## config.mk

```make
export PLATFORM = sky130hd
export DESIGN_NAME = branch_redirect_ctrl
export DESIGN_NICKNAME = d
export VERILOG_FILES = /design/src/rtl/branch_redirect_ctrl.sv
export SDC_FILE = /design/constraint.sdc
export NUM_CORES = 1
export LEC_CHECK = 0
export CAP_MARGIN = 20
export CORE_MARGIN = 2
export CORE_UTILIZATION = 50
export CTS_CLUSTER_DIAMETER = 30
export DETAILED_ROUTE_END_ITERATION = 12
export HOLD_SLACK_MARGIN = 0.06
export PLACE_DENSITY = 0.78
export SYNTH_ARGS = -nofsm -noshare
export SYNTH_HDL_FRONTEND = slang
export SYNTH_SLANG_ARGS = --single-unit
```

## constraint.sdc

```tcl
create_clock -name clk -period 2.4 [get_ports clk]
set_clock_uncertainty 0.2 [all_clocks]
set_input_delay 0.6 -clock clk [delete_from_list [all_inputs] [get_ports clk]]
set_output_delay 0.6 -clock clk [all_outputs]
set_load 0.01 [all_outputs]
```

## src/rtl/branch_redirect_ctrl.sv

```systemverilog
// MEM-stage branch resolution -> registered one-cycle PC redirect plus pipeline flush.
// A redirect opens a shadow window where wrong-path is_jump decisions are blanked.
module branch_redirect_ctrl #(
  parameter int ADDR_W        = 32,
  parameter int SHADOW_CYCLES = 3,
  parameter int CNT_W         = 16
) (
  input  logic              clk,
  input  logic              rst_n,
  input  logic              mem_valid,
  input  logic              is_jump,
  input  logic [ADDR_W-1:0] mem_target,
  input  logic              freeze,
  output logic              redirect_valid,
  output logic [ADDR_W-1:0] redirect_pc,
  output logic              flush_IF_ID,
  output logic              flush_ID_EX,
  output logic              flush_EX_MEM,
  output logic              busy,
  output logic [CNT_W-1:0]  taken_count
);

  localparam int SC_W = $clog2(SHADOW_CYCLES + 1);

  typedef enum logic [1:0] {IDLE, PENDING, SHADOW} state_t;

  state_t            state, state_nxt;
  logic [SC_W-1:0]   shadow_cnt, shadow_cnt_nxt;
  logic [ADDR_W-1:0] pend_pc, pend_pc_nxt;
  logic              take, fire;
  logic [ADDR_W-1:0] fire_pc;

  assign take = mem_valid & is_jump;

  always_comb begin
    state_nxt      = state;
    shadow_cnt_nxt = shadow_cnt;
    pend_pc_nxt    = pend_pc;
    fire           = 1'b0;
    fire_pc        = pend_pc;
    case (state)
      IDLE: begin
        if (take) begin
          if (freeze) begin
            pend_pc_nxt = mem_target;
            state_nxt   = PENDING;
          end else begin
            fire    = 1'b1;
            fire_pc = mem_target;
          end
        end
      end
      // MEM is frozen on the same instruction, so a repeated take is not a new branch
      PENDING: if (!freeze) fire = 1'b1;
      SHADOW: begin
        if (shadow_cnt <= SC_W'(1)) state_nxt = IDLE;
        else                        shadow_cnt_nxt = shadow_cnt - 1'b1;
      end
      default: state_nxt = IDLE;
    endcase
    // The pulse cycle itself is the first shadow cycle
    if (fire) begin
      state_nxt      = SHADOW;
      shadow_cnt_nxt = SC_W'(SHADOW_CYCLES);
    end
  end

  always_ff @(posedge clk or negedge rst_n) begin
    if (!rst_n) begin
      state          <= IDLE;
      shadow_cnt     <= '0;
      pend_pc        <= '0;
      redirect_valid <= 1'b0;
      redirect_pc    <= '0;
      flush_IF_ID    <= 1'b0;
      flush_ID_EX    <= 1'b0;
      flush_EX_MEM   <= 1'b0;
      taken_count    <= '0;
    end else begin
      state          <= state_nxt;
      shadow_cnt     <= shadow_cnt_nxt;
      pend_pc        <= pend_pc_nxt;
      redirect_valid <= fire;
      flush_IF_ID    <= fire;
      flush_ID_EX    <= fire;
      flush_EX_MEM   <= fire;
      if (fire) redirect_pc <= fire_pc;
      if (fire && (taken_count != {CNT_W{1'b1}})) taken_count <= taken_count + 1'b1;
    end
  end

  assign busy = (state != IDLE);

endmodule

```

; ---- Yosys cells after proc, flatten, opt, wreduce, memory -nomap -nowiden
; Cells that the tools add are included.
; W data, S select, Z words.
[totals]
inputBits = 37
word_cells = 39
ff_bits = 85
[classes]
n_lt_le_gt_ge = 1
bitwise = 1
add_sub_neg = 2
eq_ne = 8
reduce_logical = 7
muxes = 14
[op_table]
columns = operator, n
row1 = $mux W32, 3
row2 = $add A16 B1 Y16 const B, 1
row3 = $ne A16 B16 Y1 const B, 1
row4 = $mux W2, 7
row5 = $ne A3 B3 Y1 const B, 3
row6 = $pmux W2 S3, 1
row7 = $ne A2 B2 Y1 const B, 2
row8 = $reduce_and A4 Y1, 1
row9 = $reduce_bool A2 Y1, 2
row10 = $reduce_and A3 Y1, 1
row11 = $eq A2 B1 Y1 const B, 1
row12 = $eq A2 B2 Y1 const B, 1
row13 = $le A2 B1 Y1 const B, 1
row14 = $logic_not A2 Y1, 1
row15 = $mux W1, 2
row16 = $pmux W1 S2, 1
row17 = $reduce_and A2 Y1, 1
row18 = $sub A2 B1 Y2 const B, 1
row19 = $and A1 B1 Y1, 1
row20 = $logic_and A1 B1 Y1, 1

; ---- Longest topological paths before layout
[depth]
depth_word = 5
mapped_depth = 7

; ---- Least setup slack after synthesis
; Ideal clock, no wire load.
[synth_timing]
path_type = input to register
startpoint = input port mem_valid
endpoint = register taken_count[2]
t_required_ns = 2.064
t_arrival_ns = 1.610
path_stages = 7
n_path_buf = 2
setup_slack_ns = 0.455
setup_time_ns = 0.136
path_cell_list = a21o_1 > nand2_1 > clkbuf_1 > clkbuf_1 > inv_1 > a21oi_1 > a31oi_1
[synth_between]
elab_chain_len = 4
[synth_lines]
columns = element, line
row1 = start: declaration, 10  ; input logic mem_valid,
row2 = $and A1 B1 Y1, 33  ; assign take = mem_valid & is_jump;
row3 = $mux W1, 43  ; if (take) begin
row4 = $pmux W1 S2, 41  ; case (state)
row5 = named net fire, 30  ; logic take, fire;
row6 = $logic_and A1 B1 Y1, 88  ; if (fire && (taken_count != {CNT_W{1'b1}})) taken_count <= taken_count + 1'b1;
row7 = end signal: assignment, 88
row8 = end: declaration, 20  ; output logic [CNT_W-1:0] taken_count
; The timed path passes the listed nets, and every way through them passes these cells.
; A chain may end at the register's enable or synchronous reset.

; ---- Final worst setup path
[layout_timing]
startpoint = register state[1]
endpoint = output port busy
[layout_between]
elab_chain_len = 1
[layout_lines]
columns = element, line
row1 = start: declaration, 27  ; state_t state, state_nxt;
row2 = start signal: assignment, 80  ; state <= state_nxt;
row3 = $reduce_bool A2 Y1, 92  ; assign busy = (state != IDLE);
row4 = end: declaration, 19  ; output logic busy,
; Every way passes these cells.

==> results.md <==
* DRT antenna net count at 0
* Max frequency at 0.426 GHz
* Async set-reset flop share out of synthesis at 1.00
* Post-synth EDFFs at 0
* Via-to-Cell Ratio at 5.05
* Multi-input logic area at 1560 um2
* Hold Fails Final Rpt at 0
* Power Dens Cells at 1050 nW/um2
* Seq cells post-synth at 85
* Worst-path cell chain: or2_4, clkdlybuf4s50_1
* RSZ-0062 raised after global routing: no
* Post-synthesis sequential area ratio at 0.552
* Period utilization at 0.978
* Grt ovf at 0
* Final slew viol count at 0
* Clk_lat worst skew at 0.34 ns
* GRT Overall Usage at 0.190
* Max Buffers Root-to-Sink at 2
* Routed WL at 7.52 mm
* CTS tree: built
* Worst Reg-to-Reg Cells at 4
* Most frequent cells in the layout: clkdlybuf4s50_1, dfrtp_1, nand2_1
* Vias at 2604
* Endpoint, Worst Hold: redirect_pc[21]
* Core area at 7610 um2
* Transition time of the tightest slew-check pin at 0.527 ns
* DRC at 0
* Bufs and invs on worst path at 1
* Final core utilization at 0.674
* Crit-path leading delay family: buffers and inverters
* Critical Path Stages at 2
* Synth warnings at 0
* Crit path required time at 1.60 ns
* GPL Wtd Cong at 0.793
* Worst slack, placed at -0.141 ns
* CP peak stage delay at 0.48 ns
* Layout fillers at 601
* Worst-path clk slew at 0.09 ns
* Rel. slew slack at 0.649
* Slowest cell on the critical path: clkdlybuf4s50_1
* Avg Cell Area, Syn at 12.5 um2
* Antenna diodes at 0
* Largest net degree at the start of global routing at 62
* Initial Util at 0.507
* Nets at 448
* Setup CP Type: flip-flop to primary output
* Outcome: finished, final reports clean
* Initial antenna violation count at 0
* Post-DP HPWL at 5.27 mm
* Chip width at 91.8 um
* Commonest non-fill, non-tap cell in the layout: clkdlybuf4s50_1
* Drt initial violations at 152
* Die height at 91.8 um
* Worst path arrival time at 1.55 ns
* Setup-failing EPs final at 0
* FF/Latch Area at 2130 um2
* CTS resizes at 0
* Crit start category: flip-flop
* Peak VDD IR at 0.459 mV
* Vias in the first global route at 2680
* I/O pins at 90
* Top FF cell, synth: dfrtp_1
* First-pass GRT wire length at 13.0 mm
* Hold path startpoint: redirect_pc[21]
* Reg-to-reg endpoint: pend_pc[7]
* Max-cap check violation count at 0
* CTS Sinks at 85
* LEAKAGE at 2.32 nW
* Post-synth cell types at 32
* Worst Path Max Fanout at 5
* Setup ws final at 0.0529 ns
* Num CTS Buffers at 9
* CTS H-tree lvls at 3
* 1st-pass router iterations at 4
* Share of layout cells above drive strength 1 at 0.181
* Placement Rows at 32
* Clock Root Buffer: clkbuf_8
* Worst r2r src: state[1]
* Final Critical Period at 2.35 ns
* Register-to-Register Setup Slack at 0.32 ns
* Post-Synthesis Net Count at 348
* Routed WL per cell at 14.6 um
* Synthesized area at 3850 um2
* Post-CTS setup buffers at 0
* P&R area growth vs syn at 33.0%
* Die Area at 8430 um2
* Setup crit end kind: primary output
* Input/output buffers at 89
* Worst hold path depth at 2
* Hold Crit Class: flip-flop to flip-flop
* Cell count after synthesis at 309
[metrics by stage]
step	power (mW)	hold slack [ns]	cells	setup TNS, ns	cell area [um2]
after floorplan	3.46	0.104	309	0	3850
after global placement	4.33	0.262	499	-3.14	4920
after detailed placement	4.42	0.270	499	-3.90	4920
after CTS	5.45	0.289	516	0	5130
after global routing	5.77	0.304	516	0	5130
final	5.41	0.280	516	0	5130
[layer usage]
layer / wire (um) / part of all wire / GRT usage / vias up
met5: 0 / 0 / 0 / -
met4: 85 / 0.011 / 0.0609 / 0
met3: 345 / 0.046 / 0.0353 / 9
met2: 3470 / 0.46 / 0.292 / 73
met1: 3620 / 0.48 / 0.277 / 1255
li1: - / - / - / 1267
[worst max path at each step]
stage | slack, ns | endpoint | from
after floorplan | 0.45 | taken_count[2] | mem_valid
final | 0.05 | busy | state[1]
after global routing | 0.004 | busy | state[1]
after CTS | 0.03 | busy | state[1]
after detailed placement | -0.14 | taken_count[15] | freeze
after global placement | -0.11 | taken_count[15] | freeze
[final cells by class]
| class | count | share of cell area |
|---|---|---|
| Inverter | 6 | 0.00439 |
| Tap cell | 102 | 0.0249 |
| Multi-Input combinational cell | 200 | 0.305 |
| Sequential cell | 85 | 0.415 |
| Clock buffer | 10 | 0.0249 |
| Timing Repair Buffer | 107 | 0.212 |
| Clock inverter | 6 | 0.0139 |
[synthesized netlist by cell type, types with 2 or more instances]
cell type	number	area share
buf_4	6	0.012
a21oi_1	2	0.0026
xnor2_1	2	0.0045
inv_1	6	0.0058
dfrtp_1	85	0.55
nor2_1	6	0.0058
o21ai_0	29	0.038
clkbuf_1	7	0.0068
a211oi_1	2	0.0039
xor2_1	10	0.023
and4_1	2	0.0045
buf_12	3	0.016
nand4_1	6	0.0097
mux2_2	6	0.018
nand2_1	42	0.041
mux2_4	30	0.12
ha_1	2	0.0065
mux2i_1	32	0.083
nor3_1	10	0.013
nand3_1	5	0.0065
o21ai_1	5	0.0065
[power breakdown]
part / total [mW] / switching, mW / internal, mW
sequential: 2.40 / 0.379 / 2.02
combinational: 1.98 / 0.750 / 1.23
clock: 1.02 / 0.533 / 0.491
[logic make-up after synthesis]
group / Yosys count / share of synthesized area
flops: 85 / 0.552
buf+inv: 24 / 0.0438
fa+ha+maj: 2 / 0.00649
xor+xnor: 12 / 0.0273
simple gates: 78 / 0.0990
compound gates: 40 / 0.0542
mux: 68 / 0.217
[worst min-delay path, stage by stage, from the launching register on]
cell	delay, ns
dfrtp_1	0.35
nand2_1	0.04
o21ai_0	0.06
[flip-flops by register name (all words and copies together), names as in the netlist]
register / cells
pend_pc: 32
redirect_pc: 32
taken_count: 16
shadow_cnt: 2
state: 2
flush_EX_MEM: 1
[what timing repair did]
action	CTS	global route
hold buffers	1	0
endpoints found under the setup margin	0	0
endpoints found under the hold margin	38	0
(Power assumes the default switching activity.)
